<file path="src/rtl/id_ex_stage.sv">
// ID/EX pipeline register with load-use hazard detection, bubble insertion,
// branch flush, global memory stall and a saturating bubble counter.
module id_ex_stage #(
   parameter int XLEN  = 32,
   parameter int CNT_W = 16
) (
   input  logic             clk_i,
   input  logic             rst_n_i,
   input  logic             IDValid_i,
   input  logic [4:0]       IDRs1_i,
   input  logic [4:0]       IDRs2_i,
   input  logic [4:0]       IDRd_i,
   input  logic             IDRegWrite_i,
   input  logic             IDMemRead_i,
   input  logic             IDMemWrite_i,
   input  logic             IDMemToReg_i,
   input  logic             IDALUSrc_i,
   input  logic [1:0]       IDALUOp_i,
   input  logic [9:0]       IDFunct_i,
   input  logic [XLEN-1:0]  IDRs1Data_i,
   input  logic [XLEN-1:0]  IDRs2Data_i,
   input  logic [XLEN-1:0]  IDImm_i,
   input  logic             Flush_i,
   input  logic             MemStall_i,
   output logic             EXValid_o,
   output logic [4:0]       EXRs1_o,
   output logic [4:0]       EXRs2_o,
   output logic [4:0]       EXRd_o,
   output logic             EXRegWrite_o,
   output logic             EXMemRead_o,
   output logic             EXMemWrite_o,
   output logic             EXMemToReg_o,
   output logic             EXALUSrc_o,
   output logic [1:0]       EXALUOp_o,
   output logic [9:0]       EXFunct_o,
   output logic [XLEN-1:0]  EXRs1Data_o,
   output logic [XLEN-1:0]  EXRs2Data_o,
   output logic [XLEN-1:0]  EXImm_o,
   output logic             Stall_o,
   output logic [CNT_W-1:0] LoadUseCnt_o
);

   typedef struct packed {
      logic            valid;
      logic [4:0]      rs1;
      logic [4:0]      rs2;
      logic [4:0]      rd;
      logic            reg_write;
      logic            mem_read;
      logic            mem_write;
      logic            mem_to_reg;
      logic            alu_src;
      logic [1:0]      alu_op;
      logic [9:0]      funct;
      logic [XLEN-1:0] rs1_data;
      logic [XLEN-1:0] rs2_data;
      logic [XLEN-1:0] imm;
   } ex_pkt_t;

   ex_pkt_t          ex_q, ex_d, id_pkt;
   logic [CNT_W-1:0] cnt_q, cnt_d;
   logic             lu;

   assign id_pkt = '{valid:      IDValid_i,
                     rs1:        IDRs1_i,
                     rs2:        IDRs2_i,
                     rd:         IDRd_i,
                     reg_write:  IDRegWrite_i,
                     mem_read:   IDMemRead_i,
                     mem_write:  IDMemWrite_i,
                     mem_to_reg: IDMemToReg_i,
                     alu_src:    IDALUSrc_i,
                     alu_op:     IDALUOp_i,
                     funct:      IDFunct_i,
                     rs1_data:   IDRs1Data_i,
                     rs2_data:   IDRs2Data_i,
                     imm:        IDImm_i};

   // Both sources are compared even if the instruction does not read rs2.
   assign lu = ex_q.valid & ex_q.mem_read & (ex_q.rd != 5'd0) & IDValid_i &
               ((ex_q.rd == IDRs1_i) | (ex_q.rd == IDRs2_i));

   assign Stall_o = lu & ~Flush_i;

   always_comb begin
      // NOTE: defaults first so every path assigns ex_d/cnt_d and no latch is inferred.
      ex_d  = ex_q;
      cnt_d = cnt_q;
      if (!MemStall_i) begin
         if (Flush_i) begin
            ex_d = '0;
         end else if (lu) begin
            ex_d = '0;
            if (cnt_q != {CNT_W{1'b1}}) cnt_d = cnt_q + 1'b1;
         end else begin
            ex_d = id_pkt;
         end
      end
   end

   // An all-zero packet is the bubble: rd=0 keeps the forwarding unit from matching it.
   always_ff @(posedge clk_i or negedge rst_n_i) begin
      if (!rst_n_i) begin
         // NOTE: non-blocking assignments for all state so registers update together.
         ex_q  <= '0;
         cnt_q <= '0;
      end else begin
         ex_q  <= ex_d;
         cnt_q <= cnt_d;
      end
   end

   assign EXValid_o    = ex_q.valid;
   assign EXRs1_o      = ex_q.rs1;
   assign EXRs2_o      = ex_q.rs2;
   assign EXRd_o       = ex_q.rd;
   assign EXRegWrite_o = ex_q.reg_write;
   assign EXMemRead_o  = ex_q.mem_read;
   assign EXMemWrite_o = ex_q.mem_write;
   assign EXMemToReg_o = ex_q.mem_to_reg;
   assign EXALUSrc_o   = ex_q.alu_src;
   assign EXALUOp_o    = ex_q.alu_op;
   assign EXFunct_o    = ex_q.funct;
   assign EXRs1Data_o  = ex_q.rs1_data;
   assign EXRs2Data_o  = ex_q.rs2_data;
   assign EXImm_o      = ex_q.imm;
   assign LoadUseCnt_o = cnt_q;

endmodule

</file>
<file path="config.mk">
export PLATFORM = sky130hd
export DESIGN_NAME = id_ex_stage
export DESIGN_NICKNAME = d
export VERILOG_FILES = /design/src/rtl/id_ex_stage.sv
export SDC_FILE = /design/constraint.sdc
export NUM_CORES = 1
export LEC_CHECK = 0
export ABC_AREA = 1
export CAP_MARGIN = 20
export CELL_PAD_IN_SITES_DETAIL_PLACEMENT = 2
export CELL_PAD_IN_SITES_GLOBAL_PLACEMENT = 2
export CORE_ASPECT_RATIO = 0.7
export CORE_MARGIN = 1.5
export CORE_UTILIZATION = 25
export CTS_CLUSTER_DIAMETER = 60
export DETAILED_ROUTE_END_ITERATION = 8
export PLACE_DENSITY_LB_ADDON = 0.08
export SYNTH_ARGS = -nofsm -noshare
export SYNTH_HDL_FRONTEND = slang
export SYNTH_SLANG_ARGS = --single-unit
export TNS_END_PERCENT = 20
</file>
<file path="constraint.sdc">
create_clock -name clk_i -period 4.4 [get_ports clk_i]
set_input_delay 0.88 -clock clk_i [delete_from_list [all_inputs] [get_ports clk_i]]
set_output_delay 0.88 -clock clk_i [all_outputs]
set_load 0.02 [all_outputs]
</file>
==> impl_metrics.env, run 1 <==
export IMPL_drcViolationCount=0
export IMPL_fin_setup_tns_ns=0
export IMPL_holdBufCountCts=0
export IMPL_first_pass_iters=4
export IMPL_cts_buffers=17
export IMPL_cts_sinks=145
export IMPL_synth_cell_types=22
export IMPL_postCtsSetupBuffers=0
export IMPL_synth_top_area_share_pct=58.0
export IMPL_numPortBuffers=278
export IMPL_syn_area_per_cell_um2=8.52
export IMPL_cpMostUsedCell="inv_1"
export IMPL_relSlewSlack_pct=53.4
export IMPL_fmax_ghz=0.276
export IMPL_ant_nets=0
export IMPL_grtUsageTotal_pct=19.5
export IMPL_cts_root_buffer="clkbuf_16"
export IMPL_cp_max_fo=4
export IMPL_area_growth_pct=58.3
export IMPL_crit_type="in2out"
export IMPL_final_cell_mix="nand2_1, clkdlybuf4s50_1, dfrtp_1"
export IMPL_p_total_w=0.00366
export IMPL_outcome="complete, no violations"
export IMPL_clkPwrFrac_pct=41.9
export IMPL_grt_start_max_net_pins=70
export IMPL_synth_main_ff_cell="dfrtp_1"
export IMPL_cts_path_max_buffers=2
export IMPL_synth_seq_cells=145
export IMPL_fin_nets=1131
export IMPL_die_h_um=135
export IMPL_postPlaceCellArea_mm2=0.00929
export IMPL_first_global_vias=6459
export IMPL_hold_viol=0
export IMPL_design_area_mm2=0.00990
export IMPL_seqPwrFrac_pct=40.5
export IMPL_start_util_pct=25.4
export IMPL_cts_max_level=4
export IMPL_finalSetupViolCount=0
export IMPL_clock_latency_ns=0.43
export IMPL_seq_area_frac_synth_pct=58.0
export IMPL_vias=5980
export IMPL_synthCells=734
export IMPL_maxCapViolations=0
export IMPL_rows=48
export IMPL_arrival_ns=2.74
export IMPL_synth_top_cell_by_area="dfrtp_1"
export IMPL_drt_iter0_drc=253
export IMPL_slowest_stage="clkdlybuf4s50_1"
export IMPL_die_area_mm2=0.0260
export IMPL_hpwl_um=17100
export IMPL_cpPeakStageDelay_ns=0.61
export IMPL_p_int_w=0.00267
export IMPL_avgRoutedWirePerCell_um=18.4
export IMPL_pwr_share_comb_pct=17.6
export IMPL_worst_slew_pin_slew_ns=0.698
export IMPL_period_share_pct=82.3
export IMPL_grt_use_met2_pct=30.0
export IMPL_use_met1_pct=26.0
export IMPL_syn_nets=868
export IMPL_drv_slew=0
export IMPL_period_minus_slack_ns=3.62
export IMPL_grt_use_met3_pct=6.50
export IMPL_worstPathCellList="clkdlybuf4s50_1 > inv_1 > nor2_1 > o21ai_1 > inv_1 > nand3_1 > inv_1 > clkdlybuf4s50_1"
export IMPL_synth_warnings=0
export IMPL_cellLeakagePower_nw=4.73
export IMPL_grt_overflow=0
export IMPL_async_flop_share_pct=100
export IMPL_antenna_found_initial=1
export IMPL_startpoint_type="input port"
export IMPL_cp_required_ns=3.52
export IMPL_cts_resized=0
export IMPL_synth_edf_count=0
export IMPL_die_width_um=192
export IMPL_hold_ws_ns=0.416
export IMPL_viasPerCell=4.48
export IMPL_finClkSkew_ns=0.00756
export IMPL_path_clk_slew_ns=0.06
export IMPL_hp_class="in2async"
export IMPL_grt_pass1_wl_um=38300
export IMPL_core_mm2=0.0246
export IMPL_synth_area_top_cells="dfrtp_1, nand2_1, nand3_1"
export IMPL_swShare_pct=26.9
export IMPL_cts_tree="built"
export IMPL_layout_drive_gt1_share_pct=5.45
export IMPL_rsz0062_at_grt="no"
export IMPL_busiest_layer="met2"
export IMPL_end_kind="output pin"
export IMPL_place_gp_congestion=0.747
export IMPL_wl_um=24500
export IMPL_ioPinCount=279
export IMPL_vdd_ir_drop_max_mv=0.273
export IMPL_final_common_cell="nand2_1"
export IMPL_p_per_area_mw_per_mm2=369
export IMPL_synth_area_mm2=0.00625
export IMPL_p_sw_w=0.000984
==> worst paths after layout <==
kind                                       startpoint                          end  slack [ns]  cells past startpoint
min in group clk_i         EXRs1Data_o[7]$_DFFE_PN0N_   EXRs1Data_o[7]$_DFFE_PN0N_        0.48                      2
hold reg to reg            EXRs1Data_o[7]$_DFFE_PN0N_   EXRs1Data_o[7]$_DFFE_PN0N_        0.48                      2
setup reg to reg                EXRd_o[2]$_DFFE_PN0N_  EXRs1Data_o[10]$_DFFE_PN0N_        2.09                      8
setup / recovery                            IDValid_i                      Stall_o        0.78                      8
max in group asynchronous                     rst_n_i  LoadUseCnt_o[1]$_DFFE_PN0P_        3.17                      2
hold / removal                                rst_n_i   EXRs1Data_o[4]$_DFFE_PN0N_        0.42                      1
==> worst max-delay path, delay by kind of cell <==
family / cells / cell delay (ns)
AND/OR/NAND/NOR: 2 / 0.35
AO/OA/AOI/OAI: 1 / 0.10
buffers and inverters: 5 / 1.39
==> cell families (layout without fill, tap and decap cells) <==
| group | after synthesis | count (layout) | synth area share (%) |
|---|---|---|---|
| xor gates and xnor gates | 16 | 16 | 2.24 |
| and+or+nand+nor | 489 | 489 | 32.8 |
| DFF | 145 | 145 | 58.0 |
| buffers and inverters | 68 | 344 | 5.56 |
| AOI/OAI and AO/OA | 15 | 15 | 1.20 |
| other | 0 | 1 | 0 |
| adders and majority gates | 1 | 1 | 0.200 |
==> power by group through the flow <==
stage	clock [W]	combinational [W]	sequential, W
after global placement	0	0.000647	0.00150
after global routing	0.00163	0.000699	0.00149
final	0.00153	0.000643	0.00148
after detailed placement	0	0.000655	0.00150
after floorplan	0	0.000130	0.00161
after CTS	0.00159	0.000659	0.00148
==> registers in the layout (all words and copies together), names as in the netlist, 2 cells and up <==
name,flops
EXRs2_o,5
EXRs1_o,5
EXRs1Data_o,32
EXRd_o,5
EXALUOp_o,2
EXFunct_o,10
EXImm_o,32
EXRs2Data_o,32
LoadUseCnt_o,16
==> cell usage after synthesis, types with 2 or more instances <==
library cell / count
nand3_2: 2
buf_4: 2
xor2_1: 8
nand2_1: 325
buf_2: 14
buf_6: 9
nor2_1: 22
nor3_1: 2
nand4_1: 3
nand3_1: 129
o21ai_0: 14
inv_2: 6
dfrtp_1: 145
nand2_2: 3
xnor2_1: 8
clkbuf_1: 17
inv_1: 20
==> routing by layer <==
layer  vias to the layer above  share of wire (%)
met3                        22                6.7
met1                      2963                 47
met5                         -                  0
met2                       147                 45
met4                         0                1.5
li1                       2848                  -
==> cell type report <==
type,count,area [um^2]
inverter,26,97.6
antenna,1,2.50
tap,325,407
multi-input combinational,521,2290
fill,2748,14700
sequential,145,3630
clock buffer,22,474
timing repair buffer,286,2870
clock inverter,10,133
==> through the flow <==
stage / util (%) / worst slack [ns] / instances
finish: 40.2 / 0.777 / 1336
global route: 40.2 / 0.622 / 1336
CTS: 40.2 / 0.713 / 1335
detailed placement: 37.7 / 0.754 / 1303
global placement: 37.7 / 0.797 / 1303
floorplan: - / 2.00 / 734
Power figures use the tool's default switching activity.
==> run 2, diff against run 1 <==
--- a/config.mk
+++ b/config.mk
@@ -11,7 +11,7 @@
 export CELL_PAD_IN_SITES_GLOBAL_PLACEMENT = 2
 export CORE_ASPECT_RATIO = 0.7
 export CORE_MARGIN = 1.5
-export CORE_UTILIZATION = 25
+export CORE_UTILIZATION = 23
 export CTS_CLUSTER_DIAMETER = 60
 export DETAILED_ROUTE_END_ITERATION = 8
 export PLACE_DENSITY_LB_ADDON = 0.08
==> constraint.sdc (replaced) <==
create_clock -name clk_i -period 3.45 [get_ports clk_i]
set_input_delay 0.69 -clock clk_i [delete_from_list [all_inputs] [get_ports clk_i]]
set_output_delay 0.69 -clock clk_i [all_outputs]
set_load 0.02 [all_outputs]
==> impl_metrics.env, run 2 (synthesized netlist as in run 1, its figures left out) <==
export IMPL_outcome="complete, no violations"
export IMPL_worst_slew_pin_slew_ns=0.515
export IMPL_cts_resized=0
export IMPL_period_minus_slack_ns=3.21
export IMPL_hpwl_um=17100
export IMPL_met2_length_um=10900
export IMPL_crit_family="buffers and inverters"
export IMPL_rows=50
export IMPL_layout_drive_gt1_share_pct=5.43
export IMPL_dr_max_layer_used="met5"
export IMPL_grt_pass1_wl_um=37900
export IMPL_wl_um=24400
export IMPL_finClkSkew_ns=0.00839
export IMPL_worstPathCellList="clkdlybuf4s50_1 > nand2_1 > inv_1 > nor2_1 > nor2_1 > nand3_1 > nand2_2 > nand3_1 > inv_1 > clkdlybuf4s50_1"
export IMPL_drt_iter0_drc=190
export IMPL_numPortBuffers=278
export IMPL_stdcell_count=1377
export IMPL_cts_buffers=17
export IMPL_reg2reg_depth=9
export IMPL_arrival_ns=2.52
export IMPL_fin_nets=1133
export IMPL_final_cell_mix="nand2_1, clkdlybuf4s50_1, dfrtp_1"
export IMPL_grt_overflow=0
export IMPL_fillCellCount=2982
export IMPL_core_mm2=0.0267
export IMPL_hold_viol=0
export IMPL_antenna_found_initial=4
export IMPL_vias=5976
export IMPL_final_common_cell="nand2_1"
export IMPL_avgRoutedWirePerCell_um=17.7
export IMPL_die_area_mm2=0.0282
export IMPL_path_depth=10
export IMPL_cts_tree="built"
export IMPL_grt_start_max_net_pins=98
export IMPL_first_global_vias=6397
export IMPL_startpoint_type="input port"
export IMPL_regArea_mm2=0.00363
export IMPL_vdd_ir_drop_max_mv=0.329
export IMPL_clock_latency_ns=0.43
export IMPL_finalCoreUtilization_pct=37.3
export IMPL_worst_path_buf_inv=4
export IMPL_start_util_pct=23.4
export IMPL_grtUsageTotal_pct=17.7
export IMPL_p_per_area_mw_per_mm2=460
export IMPL_fin_setup_tns_ns=0
export IMPL_viasPerCell=4.34
export IMPL_cellLeakagePower_nw=4.75
export IMPL_path_clk_slew_ns=0.06
export IMPL_die_width_um=200
export IMPL_maxCapViolations=0
export IMPL_wl_met1_um=11200
export IMPL_dr_wl_met3_um=1990
export IMPL_cts_path_max_buffers=2
export IMPL_end_kind="output pin"
export IMPL_cts_sinks=145
export IMPL_multi_input_area_mm2=0.00229
export IMPL_ant_nets=0
export IMPL_cts_max_level=4
export IMPL_setup_ws_ns=0.241
export IMPL_dpl_worst_slack_ns=0.205
export IMPL_drcViolationCount=0
export IMPL_cp_max_fo=3
export IMPL_postCtsSetupBuffers=0
export IMPL_die_h_um=141
export IMPL_fmax_ghz=0.312
export IMPL_cts_root_buffer="clkbuf_16"
export IMPL_place_gp_congestion=0.736
export IMPL_slowest_stage="clkdlybuf4s50_1"
export IMPL_finalSetupViolCount=0
export IMPL_crit_type="in2out"
export IMPL_first_pass_iters=5
export IMPL_cp_required_ns=2.76
export IMPL_dp_cells=1344
export IMPL_relSlewSlack_pct=65.6
export IMPL_rsz0062_at_grt="no"
export IMPL_ioPinCount=279
export IMPL_drv_slew=0
export IMPL_period_share_pct=93.0
export IMPL_area_growth_pct=59.5
export IMPL_hp_class="in2async"
export IMPL_holdBufCountCts=0
export IMPL_cpPeakStageDelay_ns=0.60
-- run 2: cell types whose count changed in the layout (fill, tap and decap cells not counted), sizes merged --
cell      delta
clkinvlp     -1
buf          +2
clkinv       +2
clkbuf       -1
-- run 2: final cells by class --
type	count	share of cell area, %
well taps	364	4.57
flip-flops and latches	145	36.4
repair buffers	288	29.3
clock inverters	11	1.39
clock buffers	21	4.42
multi-input cells	521	23.0
diodes	1	0.0251
inverters	26	0.979
-- run 2: path summary, 6_finish.rpt --
check / from / end / slack, ns
hold / removal: rst_n_i / LoadUseCnt_o[7]$_DFFE_PN0P_ / 0.19
min in group clk_i: EXRs1Data_o[22]$_DFFE_PN0N_ / EXRs1Data_o[22]$_DFFE_PN0N_ / 0.48
setup reg to reg: LoadUseCnt_o[0]$_DFFE_PN0P_ / LoadUseCnt_o[12]$_DFFE_PN0P_ / 1.36
setup / recovery: IDRs2_i[0] / Stall_o / 0.24
max in group asynchronous: rst_n_i / EXRs2Data_o[30]$_DFFE_PN0N_ / 2.50
hold reg to reg: EXRs1Data_o[22]$_DFFE_PN0N_ / EXRs1Data_o[22]$_DFFE_PN0N_ / 0.48
-- run 2: per-stage QoR --
step / power, W / hold WS [ns] / instance area (um^2)
2_1_floorplan: 0.00223 / 0.394 / 6250
3_3_place_gp: 0.00275 / 0.462 / 9390
3_5_place_dp: 0.00276 / 0.465 / 9390
4_1_cts: 0.00469 / 0.191 / 9970
5_1_grt: 0.00482 / 0.200 / 9970
6_report: 0.00459 / 0.190 / 9970
-- run 2: worst register-to-register path, stage by stage (launching register included) --
cell and delay (ns):
dfrtp_1 0.47, ha_1 0.30, nand3_2 0.12, inv_2 0.05, nand2_1 0.11, nor2_1 0.08
nor2_1 0.15, nand4_2 0.44, nand2_1 0.21, nand2_1 0.07
-- run 2: layer usage --
metal / up-vias / track usage, %
met2: 148 / 27.2
met1: 2955 / 23.1
met5: - / 0
li1: 2849 / -
met4: 6 / 4.00
met3: 18 / 7.25
-- run 2: power by group --
group | switching, W | internal, W
clock network | 0.000745 | 0.00113
registers | 0.0000700 | 0.00182
logic | 0.000420 | 0.000403
==> run 3, diff against run 2 <==
--- a/config.mk
+++ b/config.mk
@@ -15,6 +15,7 @@
 export CTS_CLUSTER_DIAMETER = 60
 export DETAILED_ROUTE_END_ITERATION = 8
 export PLACE_DENSITY_LB_ADDON = 0.08
+export SETUP_SLACK_MARGIN = 0.02
 export SYNTH_ARGS = -nofsm -noshare
 export SYNTH_HDL_FRONTEND = slang
 export SYNTH_SLANG_ARGS = --single-unit
==> results of run 3 <==
Final layout, timing and power as in run 2 (identical DEF).
